File: config.mk
export PLATFORM = sky130hd
export DESIGN_NAME = bytes_to_bridge
export DESIGN_NICKNAME = d
export VERILOG_FILES = /design/src/rtl/loader_pkg.sv /design/src/rtl/strobe_delay.sv /design/src/rtl/bytes_to_bridge.sv
export SDC_FILE = /design/constraint.sdc
export NUM_CORES = 1
export LEC_CHECK = 0
export BUFFER_PORTS_ARGS = -buffer_cell sky130_fd_sc_hd__buf_2
export CAP_MARGIN = 40
export CORE_ASPECT_RATIO = 1.2
export CORE_MARGIN = 1
export CORE_UTILIZATION = 45
export DETAILED_ROUTE_END_ITERATION = 8
export GPL_TIMING_DRIVEN = 0
export PLACE_DENSITY = 0.65
export SLEW_MARGIN = 0
export SYNTH_ARGS = -nofsm -noshare
export SYNTH_HDL_FRONTEND = slang
export SYNTH_SLANG_ARGS = --single-unit
export TNS_END_PERCENT = 100
File: constraint.sdc
create_clock -name clk -period 5.1 [get_ports clk]
set_clock_uncertainty 0.2 [all_clocks]
set_input_delay 0.51 -clock clk [delete_from_list [all_inputs] [get_ports clk]]
set_output_delay 0.51 -clock clk [all_outputs]
set_load 0.02 [all_outputs]
File: src/rtl/loader_pkg.sv
// loader_pkg: shared types and widths for the loader bridge paths
package loader_pkg;
  typedef enum logic [1:0] {IDLE, ISSUE, DRAIN, DONE} bytes_to_bridge_state_t;
  localparam int BYTES_PER_WORD = 4;
  localparam int BRIDGE_W = 32;
  localparam int MEM_DATA_W = 8;
endpackage

File: src/rtl/strobe_delay.sv
// strobe_delay: STAGES-deep 1-bit shift register with synchronous clear
module strobe_delay #(
  parameter int STAGES = 1
) (
  input  logic clk,
  input  logic clear,
  input  logic d,
  output logic q
);
  logic [STAGES-1:0] sr;
  // shift the strobe one stage per cycle; clear discards anything in flight
  always_ff @(posedge clk)
    sr <= clear ? '0 : STAGES'({sr, d});
  assign q = sr[STAGES-1];
endmodule

File: src/rtl/bytes_to_bridge.sv
// bytes_to_bridge: four byte reads assembled big-endian into one bridge word
module bytes_to_bridge
  import loader_pkg::*;
#(
  parameter logic [BRIDGE_W-1:0] valid_bits = '1,
  parameter int READ_LATENCY = 1
) (
  input  logic                  clk,
  input  logic                  reset,
  input  logic [BRIDGE_W-1:0]   bridge_addr,
  input  logic                  bridge_rd,
  output logic [BRIDGE_W-1:0]   bridge_rd_data,
  output logic                  bridge_rd_valid,
  output logic [BRIDGE_W-1:0]   mem_address,
  output logic                  mem_rd,
  input  logic [MEM_DATA_W-1:0] mem_rd_data
);
  localparam logic [1:0] LAST = 2'(BYTES_PER_WORD - 1);
  bytes_to_bridge_state_t state;
  logic [1:0] issued;
  logic [1:0] captured;
  logic [BRIDGE_W-1:0] word;
  logic ret;
  logic in_range;
  assign in_range = (bridge_addr & ~valid_bits) == '0;
  assign bridge_rd_valid = state == DONE;
  strobe_delay #(.STAGES(READ_LATENCY)) u_delay (
    .clk(clk),
    .clear(reset),
    .d(mem_rd),
    .q(ret)
  );
  // request sequencing: accept in IDLE, issue four byte reads, wait for the last return
  always_ff @(posedge clk)
    if (reset) begin
      state <= IDLE;
      issued <= '0;
      mem_rd <= 1'b0;
      mem_address <= '0;
      bridge_rd_data <= '0;
    end else
      case (state)
        IDLE: if (bridge_rd) begin
          state <= in_range ? ISSUE : DONE;
          mem_rd <= in_range;
          issued <= '0;
          if (in_range) mem_address <= bridge_addr;
          else bridge_rd_data <= '0;
        end
        ISSUE: begin
          issued <= issued + 2'd1;
          if (issued == LAST) begin
            mem_rd <= 1'b0;
            state <= DRAIN;
          end else mem_address <= mem_address + 1'b1;
        end
        DRAIN: if (ret && captured == LAST) begin
          state <= DONE;
          bridge_rd_data <= {word[BRIDGE_W-MEM_DATA_W-1:0], mem_rd_data};
        end
        default: state <= IDLE;
      endcase
  // shift each returned byte in as its delayed strobe arrives, first byte ends up on top
  always_ff @(posedge clk)
    if (reset) begin
      word <= '0;
      captured <= '0;
    end else if (ret) begin
      word <= {word[BRIDGE_W-MEM_DATA_W-1:0], mem_rd_data};
      captured <= captured + 2'd1;
    end
endmodule

==> results.md, run 1 <==
* CP endpoint kind: flip-flop
* Fin crit share at a little over half
* Pre-CTS setup slack at 2.348 ns
* Core area at around 0.0096 mm^2
* CTS buffer count at 9
* Mapped cell area at 0.004512 mm^2
* Clk pin slew, worst setup/hold paths at 0.07 ns
* DR WL/cell at around 17 um
* Final Hold Fails at 0
* Worst setup margin at 2.296 ns
* Hold-fix buffers, CTS at 0
* Post-synth EDFFs at 0
* Worst R2R Start: state[0]$_SDFFE_PP0P_
* Final global-route overflow total at 0
* Pwr Total at approximately 0.0029 W
* Number of clock sinks at 96
* Synth Area per Inst at 8.144 um^2
* Diode count at 0
* # Max-Cap Violations at 0
* Initial antenna violation count at 0
* R2R cell count at 8
* R2R Path End: mem_address[7]$_SDFFE_PP0P_
* Die ar. at between 0.01 and 0.015 mm^2
* Iteration-0 DRC Markers at around 230
* RSZ-0062 raised after global routing: no
* Clk buf depth at 2
* Largest net degree at the start of global routing at 16
* Hold Path End: bridge_rd_data[0]$_SDFFE_PP0P_
* YS warnings at 0
* DIE HEIGHT at approximately 110 um
* Vias in the first global route at 4430
* Die Wd at 93.41 um
* DRC Markers at 0
* Post-detail-place hpwl at ~10 mm
* Critical path class: flip-flop to flip-flop
* Hold Path Depth at 3
* Post-layout minimum cycle time at about 2.8 ns
* Critical path startpoint category: flip-flop
* Syn nets at approximately 600
* Fraction of registers with async set/reset at 0%
* Most frequent cells in the layout: buf_2, dfxtp_1, nand2_1
* Drt first pass iters at 6
* Row count at 39
* Final antenna-violating net count at 0
* WP data arrival at roughly 2.9 ns
* Req. time, crit path at just over 5 ns
* P_leak at roughly 2.2 nW
* Setup-failing EPs final at 0
* Postcts setup bufs at 0
* Total Routing Usage GR at between 20% and 30%
* Worst-skew pair later-pin latency at ~0.34 ns
* Power Density at about 520 mW/mm^2
* Top FF cell, synth: dfxtp_1
* Hold wc startpoint: mem_rd_data[0]
* Final Max Slew Viols at 0
* Vias at 4560
* Min-delay worst type: input port to flip-flop
* Sequential area share after synthesis at between 40% and 50%
* Synth cell types at 56
* Clk root buf: clkbuf_16
* Total negative slack at 0 ns
* Status: completed
* Max VDD drop at roughly 0.25 mV
* Worst Tran Pin Value at a little over 0.9 ns
* GP Congestion at approximately 0.91
* Layout cell share with drive strength beyond 1 at about a fifth
* Starting Density at around 47%
* Synthesized instance count at around 550
* Commonest non-fill, non-tap cell in the layout: buf_2
* First-pass GRT wire length at ~21 mm
* Area Overhead vs Synth at 22.16%
* Yosys reg bits at 96
* Fmax at 356.6 MHz
* Via density at ~5.7
* Rel. slew slack at between 30% and 40%
* Post-CTS sizing at 0
* CTS tree: done
* Io pins at 109
* Worst-path fanout max at 10
* Nets at 723
* Overall routed net length at 13.34 mm
* FF-to-FF setup slack at about 2.3 ns
* PortBufs at between 100 and 150
* CTS HTree Levels at 3
==> Yosys cell counts, drive strengths merged (3+ instances only) <==
library cell / n / area [um^2]
dfxtp: 96 / 1922
nand2: 86 / 322.8
nor2: 68 / 257.8
a21oi: 57 / 285.3
mux2i: 30 / 300.3
clkbuf: 26 / 97.59
o21ai: 18 / 90.09
nand4: 15 / 108.9
nand3: 14 / 70.07
nor3: 14 / 70.07
buf: 11 / 58.81
inv: 10 / 37.54
and3: 9 / 61.31
o22ai: 9 / 56.30
a211oi: 8 / 65.06
nor2b: 8 / 50.05
ha: 7 / 87.58
a22oi: 5 / 37.54
and4: 5 / 46.30
o211ai: 5 / 37.54
nand3b: 4 / 42.54
a211o: 3 / 26.28
a221oi: 3 / 26.28
a31oi: 3 / 18.77
nor4: 3 / 18.77
o2bb2ai: 3 / 26.28
or3: 3 / 18.77
or4: 3 / 22.52
==> where the power goes <==
part	switching (W)	internal, W
sequential	0.000185	0.000879
combinational	0.000727	0.000387
clock	0.000292	0.000406
==> registers in the layout, summed over array words and instances (netlist names) <==
register,flops
bridge_rd_data,32
mem_address,32
word,24
captured,2
issued,2
state,2
mem_rd,1
u_delay.q,1
==> critical path: stages, from the launching register on <==
cell and delay (ns):
dfxtp_1 0.38, inv_1 0.09, ha_1 0.20, nor2b_1 0.20, a211oi_2 0.60, clkbuf_1 0.45
buf_2 0.34, o21ai_0 0.13, a21oi_1 0.14
==> cells by family (layout without fill, tap and decap cells) <==
| logic type | after synthesis | count (layout) | share of synthesized area (%) |
|---|---|---|---|
| AOI/OAI and AO/OA | 133 | 133 | 18.47 |
| xor gates and xnor gates | 1 | 1 | 0.1942 |
| adders and majority gates | 7 | 7 | 1.941 |
| buffers and inverters | 47 | 170 | 4.298 |
| DFF | 96 | 96 | 42.60 |
| muxes | 30 | 30 | 6.656 |
| and+or+nand+nor | 240 | 240 | 25.85 |
==> metal layers <==
metal	wire (um)	global-route usage, %	vias to the layer above
li1	-	-	2230
met1	5463	29.91	2116
met4	367	12.21	0
met3	879	4.781	35
met2	6629	46.23	179
met5	0	0	-
==> worst max-delay path by stage <==
stage / end / cells past startpoint / startpoint / slack, ns
floorplan: mem_address[30]$_SDFFE_PP0P_ / 6 / mem_address[1]$_SDFFE_PP0P_ / 2.94
global placement: mem_address[8]$_SDFFE_PP0P_ / 9 / state[0]$_SDFFE_PP0P_ / 2.43
detailed placement: mem_address[10]$_SDFFE_PP0P_ / 8 / state[0]$_SDFFE_PP0P_ / 2.35
CTS: mem_address[7]$_SDFFE_PP0P_ / 8 / state[0]$_SDFFE_PP0P_ / 2.33
global route: mem_address[10]$_SDFFE_PP0P_ / 8 / state[0]$_SDFFE_PP0P_ / 2.09
finish: mem_address[7]$_SDFFE_PP0P_ / 8 / state[0]$_SDFFE_PP0P_ / 2.30
==> final cells by class <==
type | count | area, um^2
plain buffers | 37 | 156.4
clock buffers | 11 | 252.7
clock inverters | 4 | 52.55
fillers | 912 | 4101
inverters | 10 | 37.54
multi-input cells | 411 | 2396
flip-flops and latches | 96 | 1922
well taps | 123 | 153.9
repair buffers | 108 | 540.5
==> metrics by stage <==
stage          instance area (um^2)  utilization [%]  cells  hold WS (ns)
2_1_floorplan                  4512                -    554        0.2312
3_3_place_gp                   5206            54.16    785        0.2416
3_5_place_dp                   5206            54.16    785        0.2484
4_1_cts                        5512            57.33    800        0.2141
5_1_grt                        5512            57.33    800        0.2273
6_report                       5512            57.33    800        0.2185
No activity file was read; power rests on OpenSTA's default activity.
==> run 2, diff against run 1 <==
==> constraint.sdc (replaced) <==
create_clock -name clk -period 2.9 [get_ports clk]
set_clock_uncertainty 0.2 [all_clocks]
set_input_delay 0.29 -clock clk [delete_from_list [all_inputs] [get_ports clk]]
set_output_delay 0.29 -clock clk [all_outputs]
set_load 0.02 [all_outputs]
==> run 2 against run 1 <==
  * Global-route usage about the same
  * Fmax increased by 5.5%
  * First-iteration DRC count increased by 14%
==> results.md, run 2 (synthesized netlist as in run 1, its figures left out) <==
* Status: completed
* Worst Tran Pin Value at 0.8979 ns
* Post-detail-place hpwl at ~10 mm
* Pre-CTS setup slack at 0.1482 ns
* CTS HTree Levels at 3
* Total negative slack at 0 ns
* Total Routing Usage GR at 26.11%
* Req. time, crit path at approximately 3.0 ns
* Clk pin slew, worst setup/hold paths at roughly 0.07 ns
* Post-layout minimum cycle time at between 2 and 3 ns
* DIE HEIGHT at approximately 110 um
* Critical path class: flip-flop to flip-flop
* Postcts setup bufs at 0
* Min-delay worst type: input port to flip-flop
* CTS tree: done
* WP data arrival at 2.73 ns
* CTS buffer count at 9
* Rel. slew slack at 39.68%
* Worst-path fanout max at 10
* Largest net degree at the start of global routing at 16
* Final antenna-violating net count at 0
* Clk buf depth at 2
* Final Hold Fails at 0
* Commonest non-fill, non-tap cell in the layout: buf_2
* Io pins at roughly 110
* CP endpoint kind: flip-flop
* Nets at 726
* Initial antenna violation count at 0
* Row count at 39
* First-pass GRT wire length at roughly 21 mm
* Top Registers: bridge_rd_data x32, mem_address x32, word x24
* Diode count at 0
* Iteration-0 DRC Markers at about 270
* Die ar. at 0.01043 mm^2
* P_leak at approximately 2.3 nW
* Vias at 4585
* Overall routed net length at 13.37 mm
* Via density at approximately 5.7
* Clk root buf: clkbuf_16
* DR WL/cell at 16.65 um
* Drt first pass iters at 5
* Fin crit share at between 90 and 100%
* RSZ-0062 raised after global routing: no
* Layout cell share with drive strength beyond 1 at a little over a fifth
* Starting Density at about 47%
* Final Max Slew Viols at 0
* Fmax at between 300 and 400 MHz
* Number of clock sinks at 96
* Worst-skew pair later-pin latency at roughly 0.34 ns
* Most frequent cells in the layout: buf_2, dfxtp_1, nand2_1
* Area Overhead vs Synth at 23.02%
* GP Congestion at 0.9067
* Die Wd at 93.41 um
* Pwr Total at about 0.0051 W
* Hold slack at 0.006290 ns
* Final global-route overflow total at 0
* Critical path startpoint category: flip-flop
* Core area at around 0.0096 mm^2
* Vias in the first global route at 4439
* PortBufs at ~110
* DRC Markers at 0
* Power Density at ~920 mW/mm^2
* Max VDD drop at 0.4327 mV
* Setup-failing EPs final at 0
* # Max-Cap Violations at 0
* Worst setup margin at between 0.2 and 0.25 ns
[run 2: cell count changes in the layout (fill, tap and decap cells not counted)]
cell	previous run	this run
dlygate4sd3_1	0	3
a211oi_2	1	0
a211oi_4	0	1
clkbuf_1	26	25
clkbuf_2	0	1
[run 2: power breakdown]
part           switching [W]  total, W  internal, W  leakage (nW)
Sequential          0.000327   0.00187      0.00155         0.781
Combinational        0.00129   0.00198     0.000692          1.33
Clock               0.000515   0.00123     0.000714         0.152
Total                0.00213   0.00508      0.00295          2.26
[run 2: area by class of cell]
class | instances | area, um^2
clock buffers | 11 | 252.7
multi-input cells | 411 | 2404
well taps | 123 | 153.9
inverters | 10 | 37.54
repair buffers | 111 | 570.5
clock inverters | 4 | 52.55
plain buffers | 37 | 157.7
flip-flops and latches | 96 | 1922
fillers | 906 | 4063
[run 2: worst paths after layout]
| kind | startpoint | end | slack, ns | depth (start not counted) |
|---|---|---|---|---|
| worst max-delay path | state[0]$_SDFFE_PP0P_ | mem_address[7]$_SDFFE_PP0P_ | 0.24 | 8 |
| worst max register to register | state[0]$_SDFFE_PP0P_ | mem_address[7]$_SDFFE_PP0P_ | 0.24 | 8 |
| worst min-delay path | mem_rd_data[7] | bridge_rd_data[7]$_SDFFE_PP0P_ | 0.006 | 3 |
| worst min register to register | bridge_rd_data[1]$_SDFFE_PP0P_ | bridge_rd_data[1]$_SDFFE_PP0P_ | 0.25 | 2 |
[run 2: per-stage QoR]
step           std cells  cell area (um^2)  utilization [%]
6_report             803              5550            57.74
5_1_grt              803              5550            57.74
4_1_cts              803              5542            57.65
3_5_place_dp         785              5206            54.16
3_3_place_gp         785              5206            54.16
2_1_floorplan        554              4512                -
[run 2: what timing repair did]
action,4_1_cts,5_1_grt
endpoints found under the setup margin,0,8
hold buffers,3,0
hold endpoints to repair,3,0
gates resized for setup,0,3
[run 2: critical path: stages (launching register included)]
cell,delay [ns]
dfxtp_1,0.38
inv_1,0.09
ha_1,0.20
nor2b_1,0.22
a211oi_4,0.44
clkbuf_1,0.44
buf_2,0.34
o21ai_0,0.13
a21oi_1,0.15
[run 2: layer usage]
layer  track usage (%)  vias up  share of wire [%]
li1                  -     2238                  -
met3             4.781       35                6.7
met4             12.21        0                2.8
met2             46.27      186                 50
met5                 0        -                  0
met1             29.95     2126                 41
